### src/rtl/universal_shift_reg_pkg.sv
// Shared definitions for the universal shift register: operating mode encodings.
package universal_shift_reg_pkg;

    typedef enum logic [1:0] {
        MODE_HOLD = 2'b00,
        MODE_SHR  = 2'b01,
        MODE_SHL  = 2'b10,
        MODE_LOAD = 2'b11
    } mode_e;

    function automatic logic is_shift(input mode_e m);
        return (m == MODE_SHR) || (m == MODE_SHL);
    endfunction

endpackage

### src/rtl/universal_shift_reg_d_ff_en.sv
// WIDTH-wide D register with synchronous active-high reset and clock enable.
module d_ff_en #(
    parameter int WIDTH = 1
) (
    input  logic             clk_i,
    input  logic             rst_i,
    input  logic             en_i,
    input  logic [WIDTH-1:0] d_i,
    output logic [WIDTH-1:0] q_o
);

    logic [WIDTH-1:0] data_q;

    // Stage storage: reset wins over enable, otherwise hold
    always_ff @(posedge clk_i) begin
        if (rst_i) begin
            data_q <= '0;
        end else if (en_i) begin
            data_q <= d_i;
        end else begin
            data_q <= data_q;
        end
    end

    assign q_o = data_q;

endmodule

### src/rtl/universal_shift_reg.sv
// Universal shift register: hold / shift right / shift left / parallel load over
// DEPTH stages of WIDTH bits, with a saturating count of written stages.
module universal_shift_reg
    import universal_shift_reg_pkg::*;
#(
    parameter int WIDTH = 1,
    parameter int DEPTH = 3
) (
    input  logic                       cl,
    input  logic                       res,
    input  logic                       en,
    input  logic [1:0]                 mode,
    input  logic [WIDTH-1:0]           sin,
    input  logic [WIDTH*DEPTH-1:0]     pin,
    output logic [WIDTH-1:0]           sout_r,
    output logic [WIDTH-1:0]           sout_l,
    output logic [WIDTH*DEPTH-1:0]     pout,
    output logic [$clog2(DEPTH+1)-1:0] fill,
    output logic                       full
);

    localparam int FW = $clog2(DEPTH + 1);
    localparam logic [FW-1:0] FILL_MAX = FW'(DEPTH);

    mode_e                        mode_s;
    logic [DEPTH-1:0][WIDTH-1:0]  stage_q;
    logic [FW-1:0]                fill_q;
    logic [FW-1:0]                fill_d;
    logic                         full_q;

    assign mode_s = mode_e'(mode);

    for (genvar i = 0; i < DEPTH; i++) begin : g_stage
        logic [WIDTH-1:0] shr_src_s;
        logic [WIDTH-1:0] shl_src_s;
        logic [WIDTH-1:0] nxt_s;

        if (i == 0) begin : g_shr_head
            assign shr_src_s = sin;
        end else begin : g_shr_body
            assign shr_src_s = stage_q[i-1];
        end

        if (i == DEPTH - 1) begin : g_shl_head
            assign shl_src_s = sin;
        end else begin : g_shl_body
            assign shl_src_s = stage_q[i+1];
        end

        // Per-stage next-value select
        always_comb begin
            nxt_s = stage_q[i];
            case (mode_s)
                MODE_HOLD: nxt_s = stage_q[i];
                MODE_SHR:  nxt_s = shr_src_s;
                MODE_SHL:  nxt_s = shl_src_s;
                MODE_LOAD: nxt_s = pin[i*WIDTH +: WIDTH];
                default:   nxt_s = stage_q[i];
            endcase
        end

        d_ff_en #(.WIDTH(WIDTH)) u_stage (
            .clk_i (cl),
            .rst_i (res),
            .en_i  (en),
            .d_i   (nxt_s),
            .q_o   (stage_q[i])
        );
    end

    // Fill count: each shift adds one stage of written data, a load fills all
    always_comb begin
        fill_d = fill_q;
        if (is_shift(mode_s)) begin
            if (fill_q != FILL_MAX) begin
                fill_d = fill_q + FW'(1);
            end else begin
                fill_d = fill_q;
            end
        end else if (mode_s == MODE_LOAD) begin
            fill_d = FILL_MAX;
        end else begin
            fill_d = fill_q;
        end
    end

    // Fill and full registers; full is precomputed so it is a flop output
    always_ff @(posedge cl) begin
        if (res) begin
            fill_q <= '0;
            full_q <= 1'b0;
        end else if (en) begin
            fill_q <= fill_d;
            full_q <= (fill_d == FILL_MAX);
        end else begin
            fill_q <= fill_q;
            full_q <= full_q;
        end
    end

    assign pout   = stage_q;
    assign sout_r = stage_q[DEPTH-1];
    assign sout_l = stage_q[0];
    assign fill   = fill_q;
    assign full   = full_q;

endmodule

### config.mk
export PLATFORM = sky130hd
export DESIGN_NAME = universal_shift_reg
export DESIGN_NICKNAME = d
export VERILOG_FILES = /design/src/rtl/universal_shift_reg_pkg.sv /design/src/rtl/universal_shift_reg_d_ff_en.sv /design/src/rtl/universal_shift_reg.sv
export SDC_FILE = /design/constraint.sdc
export NUM_CORES = 1
export LEC_CHECK = 0
export CAP_MARGIN = 20
export CORE_AREA = 3 3 40 42
export CTS_BUF_LIST = sky130_fd_sc_hd__clkbuf_4 sky130_fd_sc_hd__clkbuf_8
export CTS_CLUSTER_DIAMETER = 150
export DETAILED_ROUTE_END_ITERATION = 7
export DIE_AREA = 0 0 43 45
export PLACE_DENSITY_LB_ADDON = 0.15
export SLEW_MARGIN = 20
export SYNTH_ARGS = -nofsm -noshare
export SYNTH_HDL_FRONTEND = slang
export SYNTH_SLANG_ARGS = --single-unit
### constraint.sdc
create_clock -name cl -period 1.2 [get_ports cl]
set_input_delay 0.12 -clock cl [delete_from_list [all_inputs] [get_ports cl]]
set_output_delay 0.12 -clock cl [all_outputs]
set_load 0.02 [all_outputs]
==> flow_summary.yaml, run 1 <==
status:
  status: "completed"
layout:
  diodes: 0
  n_fill_cell: 131
  fin_cells: 78
  drive_above_1_share_pct: 17.5
  final_cell_area_sq_um: 587
  area.growth.synth_to_final_pct: 60.1
  nNetsFinal: 78
synth:
  synthCells: 42
  yosys.area.top_type_share_pct: 32.8
  synth-compound-area-share_pct: 23.9
  synthAdderAreaFrac_pct: 13.7
  synth_cell_type_count: 16
  synth_top_family_by_area: "compound AO/OA/AOI/OAI gates"
  synthXorXnorAreaFrac_pct: 0
  ys_ff_latch: 6
  synth_top_area_cell: "dfxtp_1"
  yosys-mux-area-fraction_pct: 3.07
  synth_nets: 55
  synth-main-ff-cell: "dfxtp_1"
  synth-seq-area-share_pct: 32.8
  synth_simple_gate_area_share_pct: 17.4
  async_flop_share_pct: 0
  synth_area_leaders: "dfxtp_1, ha_1, a211oi_1, a221oi_1, buf_4"
  ys_warn_count: 0
  synth_edf_count: 0
  synth_area_sq_um: 367
  synth_area_per_cell_sq_um: 8.73
  yosys-top-cells-count: "dfxtp_1, nor2_1, a211oi_1, ha_1"
clock_tree:
  cts.clk_slew.worst_paths_ns: 0.04
  clk-insertion-delay-late_ns: 0.24
  cts_root_buffer: "clkbuf_4"
  hold_buffers: 0
  cts_inserted_buffers: 3
  clock-sinks: 6
  cts_tree: "done"
  htreeDepth: 1
  cts_buffer_depth: 2
setup_path:
  crit_fanout: 4
  crit_type: "input pin to register"
  cp_data_required_time_ns: 1.35
  cp.arrival_ns: 1.28
  end_kind: "register"
  crit_path_start_kind: "input pin"
placed_design:
  port-buffer-count: 16
  post-place-ws_ns: -0.389
  dp.cells: 75
  gp_congestion: 0.767
  placed_area_sq_um: 561
  place_hpwl_um: 666
route:
  dr_wl_met3_um: 46
  drt-met1-wl_um: 364
  drt_iter0_drc: 16
  vias: 382
  viasPerCell: 4.90
  first_pass_iters: 4
  ant_nets: 0
  wl_met2_um: 421
  route.detailed.drc: 0
  drt-wirelength-per-cell_um: 10.9
  postRouteWirelength_um: 849
  highest_layer: "met4"
global_routing:
  grt_pass1_wl_um: 1380
  grt_pass1_vias: 334
  grt_max_degree: 7
  grt_antenna_before_repair: 0
  grt_overflow: 0
  grt_usage_pct: 9.84
floorplanning:
  num_rows: 13
  ioPinCount: 17
  die_h_um: 45
  floorplan.initialDensity_pct: 28.5
  coreArea_sq_um: 1280
  die_area_sq_um: 1940
  dieWidth_um: 43
worst_hold_path:
  min_path_type: "input pin to register"
timing:
  slew_headroom_pct: 82.6
  hold_viol: 0
  worst_pin_slew_ns: 0.261
  hold_ws_ns: 0.434
  drv_slew: 0
  rsz0062_at_grt: "false"
  fin_worst_skew_ns: 0.000134
  worst_slack_ns: 0.0756
  setup_viol: 0
  fin_crit_ns: 1.12
  min_period_over_period_pct: 93.7
  fmax_mhz: 889
pwr:
  power_uw: 581
  power.density_nw_per_um2: 991
  vdd_drop_max_v: 0.000363
  power.leakage_nw: 0.272
flow_run:
  maxCapViolCount: 0
## logic make-up (layout without fill, tap and decap cells)
family | Yosys count | in the layout
DFF | 6 | 6
buffers and inverters | 6 | 27
and+or+nand+nor | 13 | 13
muxes | 1 | 1
AOI/OAI and AO/OA | 12 | 12
adders and majority gates | 4 | 4
## routing by layer
layer	track usage, %	up-vias
li1	-	191
met1	11.6	174
met2	14.4	15
met3	3.98	2
met4	7.23	0
met5	0	-
## power by group
group	internal [mW]	leakage, nW	total [mW]	switching (mW)
logic	0.0872	0.209	0.168	0.0810
registers	0.216	0.0496	0.230	0.0141
clock network	0.113	0.0138	0.183	0.0699
## critical path: stages
cell	delay, ns
dlygate4sd2_1	0.25
buf_4	0.13
ha_1	0.24
nor2_1	0.19
a221oi_1	0.11
a211oi_1	0.24
## cell usage in the layout, fill, tap and decap left out, drive strengths merged
cell and instances:
inv 3, a211oi 4, clkbuf 3, dfxtp 6, a311oi 1, dlygate4sd2 10, a221oi 3, and2b 1
buf 5, nand2 3, o21a 1, mux2 1, nor2 6, o21ai 2, and4b 1, a21oi 1
ha 4, clkdlybuf4s50 6, nand2b 2
## layout make-up
class | count | area [sq um] | area share [%]
sequential | 6 | 120 | 20.5
tap | 15 | 18.8 | 3.20
timing repair buffer | 21 | 189 | 32.2
multi-input combinational | 30 | 225 | 38.4
clock buffer | 3 | 22.5 | 3.84
inverter | 3 | 11.3 | 1.92
## worst paths after layout
kind         startpoint                endpoint  slack [ns]  cells after the start
min reg2reg        full                    full        0.49                      2
max reg2reg     fill[0]                 fill[1]        0.28                      3
min              pin[0]  g_stage[0].u_stage.q_o        0.43                      3
max             mode[0]  g_stage[2].u_stage.q_o        0.08                      6
## metrics by stage
step,TNS (ns),util (%)
floorplan,0,-
detailed placement,-2.13,43.6
CTS,0,45.7
global route,0,45.7
global placement,-2.08,43.6
finish,0,45.7
## flip-flops by register name (all words and copies together) (netlist names)
| name | cells |
|---|---|
| g_stage.u_stage.q_o | 3 |
| fill | 2 |
| full | 1 |
## what timing repair did
item,in CTS,in global routing
buffers inserted,0,0
endpoints found under the setup margin,14,0
gates resized for setup,14,0
Note: power is estimated with default switching activity, not from simulation.
==> run 2: changes to the inputs <==
--- a/config.mk
+++ b/config.mk
@@ -6,12 +6,14 @@
 export NUM_CORES = 1
 export LEC_CHECK = 0
 export CAP_MARGIN = 20
-export CORE_AREA = 3 3 40 42
+export CORE_AREA = 2 2 39 41
 export CTS_BUF_LIST = sky130_fd_sc_hd__clkbuf_4 sky130_fd_sc_hd__clkbuf_8
 export CTS_CLUSTER_DIAMETER = 150
 export DETAILED_ROUTE_END_ITERATION = 7
-export DIE_AREA = 0 0 43 45
+export DIE_AREA = 0 0 41 43
+export GPL_ROUTABILITY_DRIVEN = 0
 export PLACE_DENSITY_LB_ADDON = 0.15
+export SKIP_LAST_GASP = 1
 export SLEW_MARGIN = 20
 export SYNTH_ARGS = -nofsm -noshare
 export SYNTH_HDL_FRONTEND = slang
==> run 2 against run 1 <==
Compared with the run above: non-clock buffer count up 2; global-route usage increased by 3.5 points; worst hold slack worse by 0.0059 ns; first-iteration DRC count shrank 63%; critical path type unchanged.
==> flow_summary.yaml, run 2 (synthesis gave the netlist of run 1 again) <==
timing:
  min_period_over_period_pct: 91.7
  fin_crit_ns: 1.10
  fin_worst_skew_ns: 0.0000855
  rsz0062_at_grt: "false"
  drv_slew: 0
  fmax_mhz: 909
  worst_pin_slew_ns: 0.276
  worst_slack_ns: 0.0996
  setup_viol: 0
  slew_headroom_pct: 81.6
  hold_viol: 0
floorplanning:
  die_area_sq_um: 1760
  coreArea_sq_um: 1380
  dieWidth_um: 41
  ioPinCount: 17
  num_rows: 14
  floorplan.initialDensity_pct: 26.5
  die_h_um: 43
clock_tree:
  cts_setup_buffers: 0
  clk-insertion-delay-late_ns: 0.25
  cts_buffer_depth: 2
  clock-sinks: 6
  cts_root_buffer: "clkbuf_4"
  hold_buffers: 0
  htreeDepth: 1
  cts.clk_slew.worst_paths_ns: 0.05
  cts_tree: "done"
  cts_inserted_buffers: 3
pwr:
  vdd_drop_max_v: 0.000527
  power.leakage_nw: 0.283
  power_uw: 592
  power.density_nw_per_um2: 984
layout:
  largest_reg_flops: 3
  final_cell_area_sq_um: 602
  n_fill_cell: 149
  fin_util_pct: 43.5
  nNetsFinal: 80
  diodes: 0
  final_cell_mix: "dlygate4sd2_1, buf_4, dfxtp_1, clkdlybuf4s50_1, nor2_1"
  drive_above_1_share_pct: 20.0
  register_area_sq_um: 120
  multiInputGateArea_sq_um: 228
  area.growth.synth_to_final_pct: 64.2
  layout_commonest_cell: "dlygate4sd2_1"
setup_path:
  cp_num_buf_inv: 2
  cp_top_family: "buffers and inverters"
  crit_start: "mode[0]"
  crit_path_start_kind: "input pin"
  crit_fanout: 4
  timing.rr.end: "fill[1]"
  path_depth: 6
  crit_chain: "dlygate4sd2_1, buf_4, ha_1, mux2_1, a21oi_1, nor2_1"
  crit_type: "input pin to register"
  cp.arrival_ns: 1.23
  slowest_stage: "mux2_1"
  cp_data_required_time_ns: 1.33
  r2r-start: "fill[0]"
  r2r_slack_ns: 0.29
  worstRegToRegCells: 3
  max_stage_delay_ns: 0.30
  crit_path_end: "fill[1]"
  end_kind: "register"
route:
  route.detailed.drc: 0
  first_pass_iters: 4
  postRouteWirelength_um: 907
  vias: 394
  drt-wirelength-per-cell_um: 11.2
  drt_iter0_drc: 6
  ant_nets: 0
  viasPerCell: 4.86
flow_run:
  maxCapViolCount: 0
worst_hold_path:
  min_path_type: "input pin to register"
global_routing:
  grt_max_degree: 7
  grt_pass1_wl_um: 1490
  grt_overflow: 0
  grt_usage_pct: 13.4
  grt_antenna_before_repair: 0
  grt_pass1_vias: 385
placed_design:
  placed_area_sq_um: 577
  port-buffer-count: 16
  place_hpwl_um: 694
  post-place-ws_ns: -0.397
status:
  status: "completed"
==> run 2: layer usage <==
metal	vias up	routed length, um	GRT usage [%]
met5	-	0	0
met4	0	21	8.00
met3	5	91	7.85
met2	16	413	20.0
met1	175	381	13.6
li1	198	-	-
==> run 2: worst reg2reg max path, cell delays in order (launching register included) <==
cell	delay (ns)
dfxtp_1	0.33
mux2_1	0.29
a21oi_1	0.14
nor2_1	0.05
==> run 2: cell type report <==
class / count / share of cell area [%]
multi-input cells: 30 / 37.8
repair buffers: 23 / 33.3
flip-flops and latches: 6 / 20.0
clock buffers: 3 / 3.74
well taps: 16 / 3.33
inverters: 3 / 1.87
==> run 2: power by group <==
part | total, mW | switching (mW) | internal (mW)
Sequential | 0.229 | 0.0128 | 0.216
Clock | 0.191 | 0.0777 | 0.113
Combinational | 0.172 | 0.0832 | 0.0890
Total | 0.592 | 0.174 | 0.418
==> run 2: worst min path at each step <==
stage	slack, ns	depth (start not counted)	to	start
2_1_floorplan	0.19	1	full	res
6_report	0.43	3	g_stage[1].u_stage.q_o	pin[1]
5_1_grt	0.45	3	g_stage[0].u_stage.q_o	pin[0]
3_3_place_gp	0.49	2	fill[0]	fill[0]
3_5_place_dp	0.50	2	fill[0]	fill[0]
4_1_cts	0.42	3	g_stage[1].u_stage.q_o	pin[1]
==> run 2: metrics by stage <==
step                      std cells  hold slack (ns)  setup TNS (ns)
after floorplan                  42            0.192               0
after global placement           78            0.490           -2.17
after detailed placement         78            0.496           -2.27
after CTS                        81            0.423               0
after global routing             81            0.454               0
final                            81            0.428               0
==> run 2: timing repair <==
| item | 4_1_cts | 5_1_grt |
|---|---|---|
| resized for setup | 12 | 1 |
| pin swaps | 2 | 0 |
| endpoints found under the setup margin | 14 | 2 |
| hold endpoints to repair | 0 | 0 |
